### config.mk
export PLATFORM = sky130hd
export DESIGN_NAME = key_debounce_ctrl
export DESIGN_NICKNAME = d
export VERILOG_FILES = /design/src/rtl/key_debounce_ctrl.sv
export SDC_FILE = /design/constraint.sdc
export NUM_CORES = 1
export LEC_CHECK = 0
export CAP_MARGIN = 25
export CORE_MARGIN = 8
export CORE_UTILIZATION = 45
export CTS_BUF_LIST = sky130_fd_sc_hd__clkbuf_4
export CTS_CLUSTER_DIAMETER = 100
export CTS_CLUSTER_SIZE = 8
export DETAILED_ROUTE_END_ITERATION = 8
export GPL_ROUTABILITY_DRIVEN = 0
export PLACE_DENSITY = 0.66
export RECOVER_POWER = 25
export SYNTH_ARGS = -nofsm -noshare
export SYNTH_HDL_FRONTEND = slang
export SYNTH_SLANG_ARGS = --single-unit
### constraint.sdc
create_clock -name clk -period 3.2 [get_ports clk]
set_input_delay 0.64 -clock clk [delete_from_list [all_inputs] [get_ports clk]]
set_output_delay 0.64 -clock clk [all_outputs]
set_load 0.03 [all_outputs]
### src/rtl/key_debounce_ctrl.sv
// ---------------------------------------------------------------------------
// key_debounce_ctrl
//
// Conditions the active-low board push-buttons for the LED running light.
// Each raw key passes through a two-flop synchroniser and a per-key debounce
// counter. The clean result is presented as a level and as one-cycle
// press/release pulses. Keys 0..3 then drive the run/pause, direction and
// speed registers that the LED sequencer consumes.
//
// Ports
//   clk          in   system clock (50 MHz board clock)
//   rst_n        in   asynchronous active-low reset
//   key_n        in   raw key pins, active-low, asynchronous to clk
//   key_level    out  debounced key state, 1 = pressed
//   key_press    out  one-cycle pulse when a press is accepted
//   key_release  out  one-cycle pulse when a release is accepted
//   run_en       out  1 = sequencer advances, 0 = paused
//   dir          out  0 = shift up, 1 = shift down
//   speed        out  step-rate select, 0 = slowest .. 3 = fastest
//
// Key map (acts on the cycle after the press pulse):
//   key0 toggles run_en, key1 toggles dir, key2 steps speed (3 wraps to 0),
//   key3 restores run_en=1/dir=0/speed=0 and overrides the others.
// ---------------------------------------------------------------------------
module key_debounce_ctrl #(
    parameter int NUM_KEYS        = 4,
    parameter int DEBOUNCE_CYCLES = 1_000_000,
    parameter int CNT_W           = $clog2(DEBOUNCE_CYCLES)
) (
    input  logic                clk,
    input  logic                rst_n,
    input  logic [NUM_KEYS-1:0] key_n,
    output logic [NUM_KEYS-1:0] key_level,
    output logic [NUM_KEYS-1:0] key_press,
    output logic [NUM_KEYS-1:0] key_release,
    output logic                run_en,
    output logic                dir,
    output logic [1:0]          speed
);

    localparam logic [CNT_W-1:0] CNT_MAX = CNT_W'(DEBOUNCE_CYCLES - 1);

    // Two-flop synchroniser; resets to the released (high) pin level.
    logic [NUM_KEYS-1:0] sync1_q;
    logic [NUM_KEYS-1:0] sync2_q;

    always_ff @(posedge clk or negedge rst_n) begin
        if (!rst_n) begin
            sync1_q <= '1;
            sync2_q <= '1;
        end else begin
            sync1_q <= key_n;
            sync2_q <= sync1_q;
        end
    end

    // Per-key debounce. The pulses are registered alongside the level so that
    // a pulse is high exactly on the first cycle the new level is visible.
    for (genvar gi = 0; gi < NUM_KEYS; gi++) begin : g_key
        logic             sample;
        logic [CNT_W-1:0] cnt_q;
        logic [CNT_W-1:0] cnt_d;
        logic             level_q;
        logic             level_d;
        logic             press_q;
        logic             press_d;
        logic             release_q;
        logic             release_d;

        assign sample = ~sync2_q[gi];

        always_comb begin
            cnt_d     = cnt_q;
            level_d   = level_q;
            press_d   = 1'b0;
            release_d = 1'b0;
            if (sample == level_q) begin
                // Agreement (including any bounce back) restarts the count.
                cnt_d = '0;
            end else if (cnt_q == CNT_MAX) begin
                level_d   = sample;
                cnt_d     = '0;
                press_d   = sample;
                release_d = ~sample;
            end else begin
                cnt_d = cnt_q + CNT_W'(1);
            end
        end

        always_ff @(posedge clk or negedge rst_n) begin
            if (!rst_n) begin
                cnt_q     <= '0;
                level_q   <= 1'b0;
                press_q   <= 1'b0;
                release_q <= 1'b0;
            end else begin
                cnt_q     <= cnt_d;
                level_q   <= level_d;
                press_q   <= press_d;
                release_q <= release_d;
            end
        end

        assign key_level[gi]   = level_q;
        assign key_press[gi]   = press_q;
        assign key_release[gi] = release_q;
    end

    // Control registers, driven from the registered press pulses of keys 0..3.
    logic       run_en_q;
    logic       run_en_d;
    logic       dir_q;
    logic       dir_d;
    logic [1:0] speed_q;
    logic [1:0] speed_d;

    always_comb begin
        run_en_d = run_en_q;
        dir_d    = dir_q;
        speed_d  = speed_q;
        if (key_press[3]) begin
            // Soft default wins over anything pressed in the same cycle.
            run_en_d = 1'b1;
            dir_d    = 1'b0;
            speed_d  = 2'd0;
        end else begin
            if (key_press[0]) run_en_d = ~run_en_q;
            if (key_press[1]) dir_d    = ~dir_q;
            if (key_press[2]) speed_d  = speed_q + 2'd1;
        end
    end

    always_ff @(posedge clk or negedge rst_n) begin
        if (!rst_n) begin
            run_en_q <= 1'b1;
            dir_q    <= 1'b0;
            speed_q  <= 2'd0;
        end else begin
            run_en_q <= run_en_d;
            dir_q    <= dir_d;
            speed_q  <= speed_d;
        end
    end

    assign run_en = run_en_q;
    assign dir    = dir_q;
    assign speed  = speed_q;

endmodule

* Yosys cells after proc, flatten, opt, wreduce, memory -nomap -nowiden *
Index checks and enable logic that the tools add are counted.
Widths: inputs -> output; s select.

operators by class
  bitwise logic cells = 10
  $add $sub $neg = 5
  reductions and logical operators = 7
  equality and inequality tests = 8
  mux-type cells = 30

operator list
  cell                   number
  $mux 20                8
  $add 20x1->20 const B  4
  $eq 20x20->1 const B   4
  $mux 1                 20
  $not 1->1              10
  $reduce_and 2->1       4
  $reduce_bool 2->1      3
  $eq 1x1->1             4
  $mux 2                 2
  $add 2x1->2 const B    1

word-level totals
  flip-flop bits (word level) = 104
  output and inout port bits = 16
  input bits = 6
  logic and storage cells = 81

* Logic depth before layout (Yosys ltp) *
  depth in word-level cells = 4
  mapped depth = 6
  gate-level depth less buffers = 5

* Worst setup path after synthesis *
OpenSTA, ideal clock, no wires.

  path kind = reg-to-reg
  start = register g_key[0].cnt_q[0]
  end = register g_key[0].cnt_q[10]
  library setup time = 121 ps
  buffers on the path = 1
  data required time = 3079 ps
  clock period less this slack = 1792 ps
  arrival = 1670 ps
  path slack = 1408 ps
  cell stages (with the launch flop) = 7
  path through = dfrtp_1 ha_1 nand2_1 or3_1 o21ai_2 buf_2 nor2_1

on the way
  word-level cells in the longest chain between the ends = 3
  elaborated cells between the ends (all ways) = 4
  those cells by class = add/sub: 1; eq/ne: 1; mux: 2

RTL lines
  item                                           line    text
  from (decl)                                    61      logic [CNT_W-1:0] cnt_q;
  from (signal assigned)                         97      cnt_q <= cnt_d;
  $add 20x1->20 or $eq 20x20->1 (tied branches)  86, 80
  $mux 20 *                                      80      end else if (cnt_q == CNT_MAX) begin
  $mux 20 *                                      77      if (sample == level_q) begin
  via g_key[0].cnt_d[10]                         62      logic [CNT_W-1:0] cnt_d;

The timed path passes the listed nets; every way through them passes the cells marked *.
A chain may end at the register's enable or synchronous reset.

* Worst setup path after layout *
  start = register run_en_q (netlist: run_en)
  end = output port run_en

RTL lines
  item                    line  text
  from (decl)             110   logic run_en_q;
  from (signal assigned)  139   run_en_q <= run_en_d;
  to (decl)               36    output logic run_en,

No word-level cell between the ends.

==> results.toml <==
[status]
status = "finished with violations"
violations = "max-capacitance violations, max-slew violations"

[timing]
rsz0062_at_grt = "false"
finClkSkew_ns = 0.02162
finalHoldViolCount = 0
report.final.setup_viol = 0
tns_ns = 0
period_minus_slack_ns = 2.342
drv_slew = 66
timing.slew.headroom_pct = -9.410
worst_pin_slew_ns = 1.641
min_period_over_period_pct = 73.17
max_freq_ghz = 0.4271

[grt]
grt_pass1_vias = 3590
grt.overflow.total = 0
grt_usage_pct = 13.73
antenna_found_initial = 0
grt_pass1_wl_um = 16560
grt_max_degree = 67

[cells_and_area]
multi_input_area_um2 = 2183
synthToLayoutAreaGrowth_pct = 8.645
drive_gt1_share_pct = 6.408
fillers = 1028
regArea_um2 = 2614
nNetsFinal = 520
num_antenna_cells = 0
final_util_pct = 49.90

[cts]
numCtsBuffers = 9
cts_resized = 0
numClockSinks = 104
postCtsSetupBuffers = 0
clk_pin_slew_ns = 0.16
cts.path.max_buffers = 2
clk_latency_ns = 0.46
h-tree-depth = 3
tritoncts = "built"
ctsHoldBuffers = 0
root_buffer = "clkbuf_4"

[critical_path]
rrSetupSlack_ns = 1.09
required_ns = 2.56
reg2reg_from = "g_key[0].cnt_q[0]$_DFF_PN0_"
worst-r2r-cell-count = 5
r2r-end = "g_key[0].cnt_q[7]$_DFF_PN0_"
cpPeakStageDelay_ns = 0.68
path_depth = 1
slowest_stage = "clkdlybuf4s50_1"
crit_family = "buffers and inverters"
arrival_ns = 1.70
critPathCapture = "run_en"
path_cells = "clkdlybuf4s50_1"
worstSetupPathType = "register to output port"
critPathLaunch = "run_en$_DFFE_PN1P_"
cp-end-kind = "output port"
startpoint_type = "register"
critPathMaxFanout = 2
critPathBufInv = 1

[synthesis]
ys_top_cells_by_count = "dfrtp_1, nor2_1, xnor2_1, nand3_1, nand2_1"
yosys_warnings = 0
syn_nets = 509
synth_area_leaders = "dfrtp_1, xnor2_1, nor2_1"
synth_area_per_cell_um2 = 9.977
syn_area_um2 = 4979
yosys.cell_types.count = 43
ys_ff_latch = 104
yosysMostFrequentCell = "dfrtp_1"
synth_edf_count = 0
async_reset_ff_share_pct = 100.0
ys.flop_type = "dfrtp_1"
ys_seq_area_share_pct = 52.50
syn_inst = 499
yosysTopAreaCell = "dfrtp_1"
synth_top_area_share_pct = 47.75

[pwr]
max-vdd-ir-drop_mv = 0.2706
power.density_nw_per_um2 = 401.8
p_leak_nw = 2.106

[floorplan]
rows = 38
start_util_pct = 45.93
chipWidth_um = 121.2
fp.coreArea_um2 = 10840
io_pins = 22
fp.dieH_um = 121.2
die_area_um2 = 14680

[detailed_routing]
postRouteWirelength_um = 9187
wl_per_cell_um = 14.03
route.detailed.drc = 0
dr.first_iter.drc_count = 202
vias = 3547
firstDrtPassIters = 5
antenna_left = 0
post_drt_via_cell_ratio = 5.415

[placed_design]
place.port_buffers = 21
dp_hpwl_um = 6271

[worst_hold_path]
worstHoldPathType = "register to register"

[run]
cap_violations = 1
## worst min path at each step
stage                               from                           end  slack (ns)  cells past startpoint
global route        sync1_q[3]$_DFF_PN1_          sync2_q[3]$_DFF_PN1_        0.35                      0
CTS                                rst_n  g_key[0].release_q$_DFF_PN0_        0.27                      1
detailed placement  sync1_q[3]$_DFF_PN1_          sync2_q[3]$_DFF_PN1_        0.35                      0
global placement    sync1_q[0]$_DFF_PN1_          sync2_q[0]$_DFF_PN1_        0.35                      0
floorplan                          rst_n               dir$_DFFE_PN0P_        0.34                      0
finish              sync1_q[3]$_DFF_PN1_          sync2_q[3]$_DFF_PN1_        0.34                      0
## layer usage
| metal | up-vias | wire length (um) | share of wire (%) | GRT usage [%] |
|---|---|---|---|---|
| met3 | 18 | 329 | 3.6 | 3.909 |
| met5 | - | 0 | 0 | 0 |
| met2 | 31 | 4199 | 46 | 21.49 |
| met1 | 1733 | 4481 | 49 | 17.43 |
| li1 | 1765 | - | - | - |
| met4 | 0 | 176 | 1.9 | 6.014 |
## cell families (layout without fill, tap and decap cells)
logic type	Yosys count	after routing	share of synthesized area [%]
simple gates	245	245	26.11
flops	104	104	52.50
xor+xnor	60	60	10.56
compound gates	48	48	5.680
buf+inv	36	52	3.745
fa+ha+maj	4	4	1.005
mux	2	2	0.4021
## cells in the final DEF, fill, tap and decap left out, types with 11 or more instances in the layout
cell,instances
a21oi_1,20
and3_1,15
clkbuf_4,11
clkdlybuf4s50_1,16
dfrtp_1,95
inv_1,13
nand2_1,29
nand3_1,34
nand4_1,16
nor2_1,67
nor3_1,15
nor4_1,17
o21ai_0,18
or3_1,16
xnor2_1,42
xor2_1,18
## flip-flops by register name, summed over array words and instances (netlist names)
signal / count
sync1_q: 4
g_key.level_q: 4
sync2_q: 4
run_en: 1
g_key.cnt_q: 80
g_key.release_q: 4
speed: 2
dir: 1
g_key.press_q: 4
## area by class of cell
cell class                      count  area share (%)
Inverter                           13          0.9022
Clock inverter                      5           1.342
Timing Repair Buffer               23           4.303
Multi-Input combinational cell    359           40.37
Clock buffer                       11           1.527
Tap cell                          140           3.238
Sequential cell                   104           48.32
## per-stage QoR
stage	hold WS (ns)	setup slack, ns	instance area, um^2	instances	power (mW)
floorplan	0.3444	1.408	4979	499	1.410
global placement	0.3462	1.192	5256	639	1.456
detailed placement	0.3468	1.087	5256	639	1.458
CTS	0.2657	0.8211	5411	655	2.212
global route	0.3458	0.7991	5409	655	2.268
finish	0.3366	0.8584	5409	655	2.173
## report_power, final
part           internal [mW]  total, mW  leakage [nW]  switching (mW)
Clock                  0.329      0.744        0.0859           0.414
Sequential              1.34       1.35          1.41          0.0177
Combinational         0.0226     0.0759         0.608          0.0533
(Power assumes the default switching activity.)
